**config.mk**
```make
export PLATFORM = sky130hd
export DESIGN_NAME = seq_det_prog_flat
export DESIGN_NICKNAME = d
export VERILOG_FILES = /design/src/rtl/seq_det_pkg.sv /design/src/rtl/seq_det_prog_if.sv /design/src/rtl/seq_det_prog_chk.sv /design/src/rtl/seq_det_prog_sat_counter.sv /design/src/rtl/seq_det_prog.sv /design/src/flat_wrapper.sv
export SDC_FILE = /design/constraint.sdc
export NUM_CORES = 1
export LEC_CHECK = 0
export CAP_MARGIN = 20
export CORE_UTILIZATION = 46
export CTS_BUF_LIST = sky130_fd_sc_hd__clkbuf_16
export CTS_CLUSTER_SIZE = 40
export DETAILED_ROUTE_END_ITERATION = 16
export MAX_ROUTING_LAYER = met4
export PLACE_DENSITY = 0.73
export SLEW_MARGIN = 25
export SYNTH_ARGS = -nofsm -noshare
export SYNTH_HDL_FRONTEND = slang
export SYNTH_SLANG_ARGS = --single-unit
export TNS_END_PERCENT = 5
```
**constraint.sdc**
```tcl
create_clock -name clk -period 2.85 [get_ports clk]
set_input_delay 0.285 -clock clk [delete_from_list [all_inputs] [get_ports clk]]
set_output_delay 0.285 -clock clk [all_outputs]
set_load 0.03 [all_outputs]
```
**src/rtl/seq_det_pkg.sv**
```systemverilog
// ---------------------------------------------------------------------------
// seq_det_pkg
// Shared defaults for the programmable serial sequence detector and a helper
// that sizes the fill counter.
//   SEQ_LEN_DEF  default pattern length in bits
//   PAT_RST_DEF  default pattern loaded at reset
//   CNT_W_DEF    default match-counter width
//   fill_width() bits needed to hold a fill count of 0..seq_len
// ---------------------------------------------------------------------------
package seq_det_pkg;

    localparam int unsigned SEQ_LEN_DEF = 4;
    localparam logic [3:0]  PAT_RST_DEF = 4'b1010;
    localparam int unsigned CNT_W_DEF   = 8;

    // The fill counter must represent SEQ_LEN itself, hence the +1.
    function automatic int unsigned fill_width(input int unsigned seq_len);
        return $clog2(seq_len + 1);
    endfunction

endpackage : seq_det_pkg

```
**src/rtl/seq_det_prog_if.sv**
```systemverilog
// ---------------------------------------------------------------------------
// seq_det_prog_if
// Groups the detector's serial input, control and result signals.
//   in        serial data bit
//   en        sample qualifier
//   mode_ovl  1 = overlapping detection, 0 = non-overlapping
//   pat_load  load pat_in as the new pattern
//   pat_in    new pattern, MSB is the first bit received
//   z         one-cycle match pulse
//   match_cnt saturating match count
//   cnt_sat   match_cnt is all-ones
// Modports: master drives stimulus and observes results, slave is the detector.
// ---------------------------------------------------------------------------
interface seq_det_prog_if
    import seq_det_pkg::*;
#(
    parameter int unsigned SEQ_LEN = SEQ_LEN_DEF,
    parameter int unsigned CNT_W   = CNT_W_DEF
) ();

    logic               in;
    logic               en;
    logic               mode_ovl;
    logic               pat_load;
    logic [SEQ_LEN-1:0] pat_in;
    logic               z;
    logic [CNT_W-1:0]   match_cnt;
    logic               cnt_sat;

    modport master (
        output in,
        output en,
        output mode_ovl,
        output pat_load,
        output pat_in,
        input  z,
        input  match_cnt,
        input  cnt_sat
    );

    modport slave (
        input  in,
        input  en,
        input  mode_ovl,
        input  pat_load,
        input  pat_in,
        output z,
        output match_cnt,
        output cnt_sat
    );

endinterface : seq_det_prog_if

```
**src/rtl/seq_det_prog_chk.sv**
```systemverilog
// ---------------------------------------------------------------------------
// seq_det_prog_chk
// Property checker for the sequence detector; observes only, drives nothing.
//   clk, rst   detector clock and synchronous active-low reset
//   en         sample qualifier
//   pat_load   pattern load strobe
//   z          match pulse
//   match_cnt  saturating match count
//   cnt_sat    saturation flag
//   fill       internal fill counter
// ---------------------------------------------------------------------------
module seq_det_prog_chk #(
    parameter int unsigned SEQ_LEN = 4,
    parameter int unsigned FILL_W  = 3,
    parameter int unsigned CNT_W   = 8
) (
    input logic              clk,
    input logic              rst,
    input logic              en,
    input logic              pat_load,
    input logic              z,
    input logic [CNT_W-1:0]  match_cnt,
    input logic              cnt_sat,
    input logic [FILL_W-1:0] fill
);

    localparam logic [FILL_W-1:0] FILL_FULL = FILL_W'(SEQ_LEN);

    // Fill never exceeds the pattern length.
    a_fill_range: assert property (@(posedge clk) disable iff (!rst)
        fill <= FILL_FULL);

    // Saturation flag always tracks an all-ones count.
    a_sat_decode: assert property (@(posedge clk) disable iff (!rst)
        cnt_sat == (&match_cnt));

    // An idle edge never produces a pulse.
    a_idle_no_z: assert property (@(posedge clk) disable iff (!rst)
        (rst && !en) |=> !z);

    // A pattern load edge never produces a pulse.
    a_load_no_z: assert property (@(posedge clk) disable iff (!rst)
        (rst && pat_load) |=> !z);

    // Outside reset the count never goes backwards.
    a_cnt_mono: assert property (@(posedge clk) disable iff (!rst)
        rst |=> (match_cnt >= $past(match_cnt)));

endmodule : seq_det_prog_chk

```
**src/rtl/seq_det_prog_sat_counter.sv**
```systemverilog
// ---------------------------------------------------------------------------
// sat_counter
// W-bit up-counter that sticks at all-ones instead of wrapping.
//   clk    rising-edge clock
//   rst    synchronous active-low reset, clears the count
//   inc    add one on this edge (ignored once saturated)
//   count  current count (registered)
//   sat    count is all-ones (combinational decode of count)
// ---------------------------------------------------------------------------
module sat_counter #(
    parameter int unsigned W = 8
) (
    input  logic         clk,
    input  logic         rst,
    input  logic         inc,
    output logic [W-1:0] count,
    output logic         sat
);

    logic [W-1:0] count_q;
    logic [W-1:0] count_d;
    logic         sat_s;

    // Saturation decode straight from the stored count.
    always_comb begin
        sat_s = &count_q;
    end

    // Next count: step only while below the ceiling.
    always_comb begin
        count_d = count_q;
        if (inc && !sat_s) begin
            count_d = count_q + W'(1);
        end else begin
            count_d = count_q;
        end
    end

    // Count register with synchronous active-low reset.
    always_ff @(posedge clk) begin
        if (!rst) begin
            count_q <= {W{1'b0}};
        end else begin
            count_q <= count_d;
        end
    end

    assign count = count_q;
    assign sat   = sat_s;

endmodule : sat_counter

```
**src/rtl/seq_det_prog.sv**
```systemverilog
// ---------------------------------------------------------------------------
// seq_det_prog
// Programmable serial sequence detector. Bits qualified by en shift into a
// history register; a registered pulse z is raised the cycle after the edge
// that completes the stored pattern. Overlapping or non-overlapping detection
// is selected per edge by mode_ovl. Matches are tallied in a saturating
// counter.
//   clk  rising-edge clock
//   rst  synchronous active-low reset (priority over pat_load and en)
//   bus  seq_det_prog_if.slave: in, en, mode_ovl, pat_load, pat_in -> z,
//        match_cnt, cnt_sat
// ---------------------------------------------------------------------------
module seq_det_prog
    import seq_det_pkg::*;
#(
    parameter int unsigned        SEQ_LEN = SEQ_LEN_DEF,
    parameter logic [SEQ_LEN-1:0] PAT_RST = SEQ_LEN'(PAT_RST_DEF),
    parameter int unsigned        CNT_W   = CNT_W_DEF
) (
    input logic           clk,
    input logic           rst,
    seq_det_prog_if.slave bus
);

    localparam int unsigned        FILL_W    = fill_width(SEQ_LEN);
    localparam logic [FILL_W-1:0]  FILL_FULL = FILL_W'(SEQ_LEN);

    logic [SEQ_LEN-1:0] hist_q;
    logic [SEQ_LEN-1:0] hist_d;
    logic [FILL_W-1:0]  fill_q;
    logic [FILL_W-1:0]  fill_d;
    logic [SEQ_LEN-1:0] pat_q;
    logic [SEQ_LEN-1:0] pat_d;
    logic               z_q;
    logic               z_d;

    logic [SEQ_LEN-1:0] hist_shift_s;
    logic [FILL_W-1:0]  fill_inc_s;
    logic               match_s;
    logic [CNT_W-1:0]   cnt_s;
    logic               sat_s;

    // Candidate next-state values and the match decision made on them.
    // The fill qualification keeps stale reset history (all zeros) from
    // matching an all-zero pattern before SEQ_LEN real bits have arrived.
    always_comb begin
        hist_shift_s = {hist_q[SEQ_LEN-2:0], bus.in};
        if (fill_q == FILL_FULL) begin
            fill_inc_s = fill_q;
        end else begin
            fill_inc_s = fill_q + FILL_W'(1);
        end
        match_s = bus.en && !bus.pat_load
                  && (hist_shift_s == pat_q)
                  && (fill_inc_s == FILL_FULL);
    end

    // Next state for history, fill, pattern and pulse; load beats sampling.
    always_comb begin
        hist_d = hist_q;
        fill_d = fill_q;
        pat_d  = pat_q;
        z_d    = 1'b0;
        if (bus.pat_load) begin
            // The bit on the load edge is discarded and progress restarts.
            pat_d  = bus.pat_in;
            fill_d = {FILL_W{1'b0}};
            z_d    = 1'b0;
        end else if (bus.en) begin
            hist_d = hist_shift_s;
            z_d    = match_s;
            // Non-overlap demands SEQ_LEN fresh bits after each hit; overlap
            // keeps the fill so the tail of this match can start the next.
            if (match_s && !bus.mode_ovl) begin
                fill_d = {FILL_W{1'b0}};
            end else begin
                fill_d = fill_inc_s;
            end
        end else begin
            hist_d = hist_q;
            fill_d = fill_q;
            z_d    = 1'b0;
        end
    end

    // Detector state registers with synchronous active-low reset.
    always_ff @(posedge clk) begin
        if (!rst) begin
            hist_q <= {SEQ_LEN{1'b0}};
            fill_q <= {FILL_W{1'b0}};
            pat_q  <= PAT_RST;
            z_q    <= 1'b0;
        end else begin
            hist_q <= hist_d;
            fill_q <= fill_d;
            pat_q  <= pat_d;
            z_q    <= z_d;
        end
    end

    sat_counter #(
        .W (CNT_W)
    ) u_cnt (
        .clk   (clk),
        .rst   (rst),
        .inc   (match_s),
        .count (cnt_s),
        .sat   (sat_s)
    );

    seq_det_prog_chk #(
        .SEQ_LEN (SEQ_LEN),
        .FILL_W  (FILL_W),
        .CNT_W   (CNT_W)
    ) u_chk (
        .clk       (clk),
        .rst       (rst),
        .en        (bus.en),
        .pat_load  (bus.pat_load),
        .z         (z_q),
        .match_cnt (cnt_s),
        .cnt_sat   (sat_s),
        .fill      (fill_q)
    );

    assign bus.z         = z_q;
    assign bus.match_cnt = cnt_s;
    assign bus.cnt_sat   = sat_s;

endmodule : seq_det_prog

```
**src/flat_wrapper.sv**
```systemverilog
// flat-port wrapper written by rule: the top's interface ports become plain ports
module seq_det_prog_flat import seq_det_pkg::*;
#(
    parameter int unsigned        SEQ_LEN = SEQ_LEN_DEF,
    parameter logic [SEQ_LEN-1:0] PAT_RST = SEQ_LEN'(PAT_RST_DEF),
    parameter int unsigned        CNT_W   = CNT_W_DEF
)
  (clk, rst, bus_in, bus_en, bus_mode_ovl, bus_pat_load, bus_pat_in, bus_z, bus_match_cnt, bus_cnt_sat);
  seq_det_prog_if #(.SEQ_LEN(SEQ_LEN), .CNT_W(CNT_W)) bus_i ();
  input logic clk;
  input logic rst;
  input wire logic [$bits(bus_i.in)-1:0] bus_in;
  input wire logic [$bits(bus_i.en)-1:0] bus_en;
  input wire logic [$bits(bus_i.mode_ovl)-1:0] bus_mode_ovl;
  input wire logic [$bits(bus_i.pat_load)-1:0] bus_pat_load;
  input wire logic [$bits(bus_i.pat_in)-1:0] bus_pat_in;
  output wire logic [$bits(bus_i.z)-1:0] bus_z;
  output wire logic [$bits(bus_i.match_cnt)-1:0] bus_match_cnt;
  output wire logic [$bits(bus_i.cnt_sat)-1:0] bus_cnt_sat;
  assign bus_i.in = bus_in;
  assign bus_i.en = bus_en;
  assign bus_i.mode_ovl = bus_mode_ovl;
  assign bus_i.pat_load = bus_pat_load;
  assign bus_i.pat_in = bus_pat_in;
  assign bus_z = bus_i.z;
  assign bus_match_cnt = bus_i.match_cnt;
  assign bus_cnt_sat = bus_i.cnt_sat;
  seq_det_prog #(.SEQ_LEN(SEQ_LEN), .PAT_RST(PAT_RST), .CNT_W(CNT_W)) u_core (.clk(clk), .rst(rst), .bus(bus_i));
endmodule
```
==> results of run 1 <==
-- worst max path at each step --
stage	startpoint	to	slack [ps]	depth (start not counted)
CTS	u_core.u_cnt.count[0]	bus_cnt_sat	450	4
floorplan	u_core.fill_q[0]	u_core.u_cnt.count[3]	790	7
finish	u_core.u_cnt.count[0]	bus_cnt_sat	460	4
detailed placement	u_core.fill_q[0]	u_core.u_cnt.count[3]	530	7
global placement	u_core.fill_q[0]	u_core.u_cnt.count[5]	590	7
global route	u_core.u_cnt.count[0]	bus_cnt_sat	330	4
-- logic make-up after synthesis --
family / Yosys count
AOI/OAI and AO/OA: 19
xor gates and xnor gates: 5
adders and majority gates: 3
buffers and inverters: 9
DFF: 19
muxes: 8
and+or+nand+nor: 40
-- per-layer routing --
layer  share of wire (%)  vias to the layer above
met4                 1.7                        0
li1                    -                      411
met2                  53                       16
met3                 3.5                        5
met5                   0                        -
met1                  42                      383
-- worst reg2reg max path, cell delays in order (launching register included) --
cell and delay (ps):
dfxtp_1 380, inv_1 90, ha_1 240, or3b_4 420, a31oi_4 220, nand4_4 240, or4_1 530, a21oi_1 140
-- through the flow --
step / setup WS, ps / utilization, % / cell area [um^2] / instances / power [uW]
finish: 464.9 / 63.01 / 1249 / 149 / 605.3
global route: 330.9 / 63.01 / 1249 / 149 / 626.4
CTS: 446.1 / 63.01 / 1249 / 149 / 611.3
detailed placement: 532.6 / 59.03 / 1170 / 145 / 328.5
global placement: 592.9 / 59.03 / 1170 / 145 / 326.5
floorplan: 791.7 / - / 974.7 / 103 / 308.7
-- area by class of cell --
cell class                      instances  area [um^2]  share of cell area (%)
Multi-Input combinational cell         75        546.8                   43.79
Sequential cell                        19        380.4                   30.46
Timing Repair Buffer                   19        190.2                   15.23
Clock buffer                            3        75.07                   6.012
Tap cell                               27        33.78                   2.705
Inverter                                5        18.77                   1.503
Clock inverter                          1        3.754                  0.3006
-- power by group --
group | switching, uW | internal, uW | total [uW]
logic | 22.1 | 25.3 | 47.4
registers | 4.25 | 271 | 276
clock network | 95.9 | 186 | 282
total | 122 | 483 | 605
-- flip-flops by register name, summed over array words and instances, names as in the netlist --
signal              flops
u_core.u_cnt.count      8
u_core.pat_q            4
u_core.fill_q           3
u_core.hist_q           3
u_core.bus.z            1
-- synthesized netlist by cell type (3+ instances only) --
| cell type | n | area share (%) |
|---|---|---|
| xor2_1 | 3 | 2.7 |
| inv_1 | 5 | 1.9 |
| ha_1 | 3 | 3.9 |
| mux2i_1 | 8 | 8.2 |
| dfxtp_1 | 19 | 39 |
| o21ai_0 | 3 | 1.5 |
| and3_2 | 3 | 2.3 |
| nand2_1 | 7 | 2.7 |
| nor2_1 | 9 | 3.5 |
| a21oi_1 | 7 | 3.6 |
| nand3_1 | 4 | 2.1 |
==> impl_metrics.toml, run 1 <==
[worst_setup_path]
reg2regPathDepth = 7
r2r_slack_ps = 530
worst-setup-path-type = "reg -> out"
timing.rr.end = "u_core.u_cnt.count[3]"
path_delay_family = "buffers and inverters"
slowest_stage = "clkdlybuf4s50_1"
r2r_start = "u_core.fill_q[0]"
cp_max_fo = 11
end_kind = "output pin"
worstSetupStartpointType = "flop"
cp_data_arrival_time_ps = 2100
cp_slowest_stage_delay_ps = 730
critical_path_buf_inv_count = 1
required_ps = 2570
path_cells = "ha_1 > and3_2 > and3_1 > clkdlybuf4s50_1"

[detailed_routing]
drc = 0
vias_per_cell = 5.470
drt_iter0_drc = 6
first_pass_iters = 4
drt_wl_total_um = 1836
vias = 815
ant_nets = 0
wl_per_cell_um = 12.32

[grt]
grt_pass1_vias = 727
use_met2_pct = 33.78
grt_antenna_before_repair = 0
grt_pass1_wl_um = 2884
grt_use_met1_pct = 19.36
grt_overflow = 0
grt_most_used_layer = "met2"
groute.usage.overall_pct = 19.14
grt_use_met3_pct = 5.660
grt_max_degree = 18

[sta]
setup_viol_count_final = 0
rsz0062_at_grt = "no"
worst_clock_skew_ps = 1.792
slew_viol_final = 0
hold_viol_final = 0
fin_crit_sh_pct = 83.69
min_period_ps = 2385
tns_ps = 0
slew_headroom_pct = 68.98
holdWs_ps = 490.5
timing.fmax_ghz = 0.4193
worst_pin_slew_ps = 464.8

[synth]
syn_area_per_cell_um2 = 9.463
synthCells = 103
synth_mux_area_share_pct = 8.216
async_reset_ff_share_pct = 0
syn-num-nets = 116
synth-adder-area-share_pct = 3.851
synth_xor_area_share_pct = 4.493
synth_top_family_by_area = "simple AND/OR/NAND/NOR gates"
netlist_area_um2 = 974.7
seq_area_frac_synth_pct = 39.02
synth-edff-count = 0
synth_compound_area_share_pct = 14.12
synth_simple_gate_area_share_pct = 25.42
yosys_warnings = 0
ys_seq_elements = 19
ys_dominant_reg_cell = "dfxtp_1"
ys_types = 37

[flow_run]
cap_violations = 0

[clock_tree]
cts_root_buffer = "clkbuf_16"
worstSkewPairLatency_ps = 250
postCtsHoldBufs = 0
ctsResizeCount = 0
clock-sinks = 19
clk_path_buf_depth = 2
cts_setup_buffers = 0
clkTransAtPathRegs_ps = 50
htree_num_levels = 1
cts_made_buffers = 3
cts_tree = "done"

[worst_hold_path]
hp-start = "u_core.pat_q[1]"
hp-class = "reg -> reg"
min_to = "u_core.pat_q[1]"
whs_path_depth = 2

[placement]
portBuffers = 19
gp_congestion = 0.7622
dp_hpwl_um = 1313

[cells_and_area]
nFillCells = 161
final_cell_mix = "clkdlybuf4s50_1 (19), dfxtp_1 (19), nor2_1 (9)"
area_growth_pct = 28.11
nNetsFinal = 136
drive_above_1_share_pct = 10.66
n_antenna_cell = 0

[power_and_ir_drop]
p_leak_uw = 0.0004713
power.density_nw_per_um2 = 484.8
peakVddDrop_mv = 0.4836

[die]
initial_core_util_pct = 49.18
die_x_um = 48.03
coreArea_um2 = 1982
die_area_um2 = 2307
die_h_um = 48.03
io_pins = 20
rows = 16

[run_status]
status = "complete, no violations"
Power figures use the tool's default switching activity.
==> run 2: changes to the inputs <==
Clock period 2.85 ns to 2.3 ns, I/O delays scaled along.
==> impl_metrics.toml, run 2 (same netlist as run 1, synthesis figures left out) <==
[grt]
grt_max_degree = 16
grt_pass1_wl_um = 2849
groute.usage.overall_pct = 19.09
grt_pass1_vias = 701
grt_overflow = 0
grt_antenna_before_repair = 0

[clock_tree]
clk_path_buf_depth = 2
worstSkewPairLatency_ps = 250
cts_tree = "done"
clock-sinks = 19
postCtsHoldBufs = 0
clkTransAtPathRegs_ps = 50
htree_num_levels = 1
cts_made_buffers = 3
cts_root_buffer = "clkbuf_16"

[cells_and_area]
final_core_util_pct = 67.23
final_common_cell = "clkdlybuf4s50_1"
drive_above_1_share_pct = 19.85
largest_reg_flops = 8
nNetsFinal = 145
area_growth_pct = 36.71
design_area_um2 = 1333
nFillCells = 150
final_cell_mix = "clkdlybuf4s50_1 (19), dfxtp_1 (18), nor2_1 (9)"
n_antenna_cell = 0
final_cells = 158

[worst_setup_path]
end_kind = "flop"
worstSetupStartpointType = "flop"
required_ps = 2480
cp_data_arrival_time_ps = 2410
worst-setup-path-type = "reg -> reg"
cp_max_fo = 7

[sta]
slew_headroom_pct = 67.19
slew_viol_final = 0
worst_pin_slew_ps = 488.6
hold_viol_final = 0
fin_crit_sh_pct = 97.14
worst_clock_skew_ps = 5.192
tns_ps = 0
setup_ws_ps = 65.79
setup_viol_count_final = 0
timing.fmax_ghz = 0.4476
min_period_ps = 2234

[placement]
portBuffers = 19
dp_cells = 151
dp_slack_ps = 27.59
place_area_um2 = 1215
dp_hpwl_um = 1358
gp_congestion = 0.7670

[detailed_routing]
vias = 867
drc = 0
wl_per_cell_um = 13.32
ant_nets = 0
drt_iter0_drc = 24
vias_per_cell = 5.487
first_pass_iters = 4
drt_wl_total_um = 2105

[flow_run]
cap_violations = 0

[run_status]
status = "complete, no violations"

[die]
initial_core_util_pct = 49.18
io_pins = 20
die_area_um2 = 2307
rows = 16
coreArea_um2 = 1982
die_x_um = 48.03
die_h_um = 48.03

[worst_hold_path]
hp-class = "reg -> reg"

[power_and_ir_drop]
peakVddDrop_mv = 0.5609
p_leak_uw = 0.0005223
power.density_nw_per_um2 = 569.0
==> run 2: final timing paths <==
kind         depth (start not counted)              from                     to  slack, ps
max                                  7  u_core.fill_q[0]  u_core.u_cnt.count[5]         70
min                                  2   u_core.pat_q[1]        u_core.pat_q[1]        500
max reg2reg                          7  u_core.fill_q[0]  u_core.u_cnt.count[5]         70
min reg2reg                          2   u_core.pat_q[1]        u_core.pat_q[1]        500
==> run 2: what timing repair did <==
item	CTS	global route
setup buffers	0	2
gates resized for setup	0	4
endpoints found under the setup margin	0	4
==> run 2: metrics by stage <==
| step | power, uW | hold slack [ps] |
|---|---|---|
| floorplan | 382.5 | 291.9 |
| global placement | 410.8 | 478.4 |
| detailed placement | 412.8 | 489.2 |
| CTS | 763.2 | 502.9 |
| global route | 781.8 | 531.9 |
| finish | 758.2 | 496.5 |
==> run 2: power by group <==
group | internal (uW) | switching (uW) | total, uW
Combinational | 36.6 | 31.1 | 67.6
Sequential | 337 | 5.38 | 342
Clock | 231 | 118 | 349
Total | 604 | 154 | 758
==> run 2: critical path: stages, from the launching register on <==
cell	delay (ps)
dfxtp_2	360
inv_1	90
ha_2	210
or3b_4	400
a31oi_4	250
nand4_4	180
or4_1	520
a21oi_1	150
==> run 2: final cells by class <==
class,count,area (um^2),share of cell area [%]
inverters,5,18.77,1.408
clock inverters,1,3.754,0.2817
clock buffers,3,75.07,5.634
well taps,27,33.78,2.535
multi-input cells,76,569.3,42.72
flip-flops and latches,19,381.6,28.64
repair buffers,27,250.2,18.78
==> run 2: routing by layer <==
metal  share of wire, %  global-route usage (%)  vias to the layer above
met4               0.95                   7.778                        0
met3                3.8                   6.792                        4
met2                 53                   33.78                       19
met1                 42                   18.78                      413
li1                   -                       -                      431
met5                  0                       -                        -
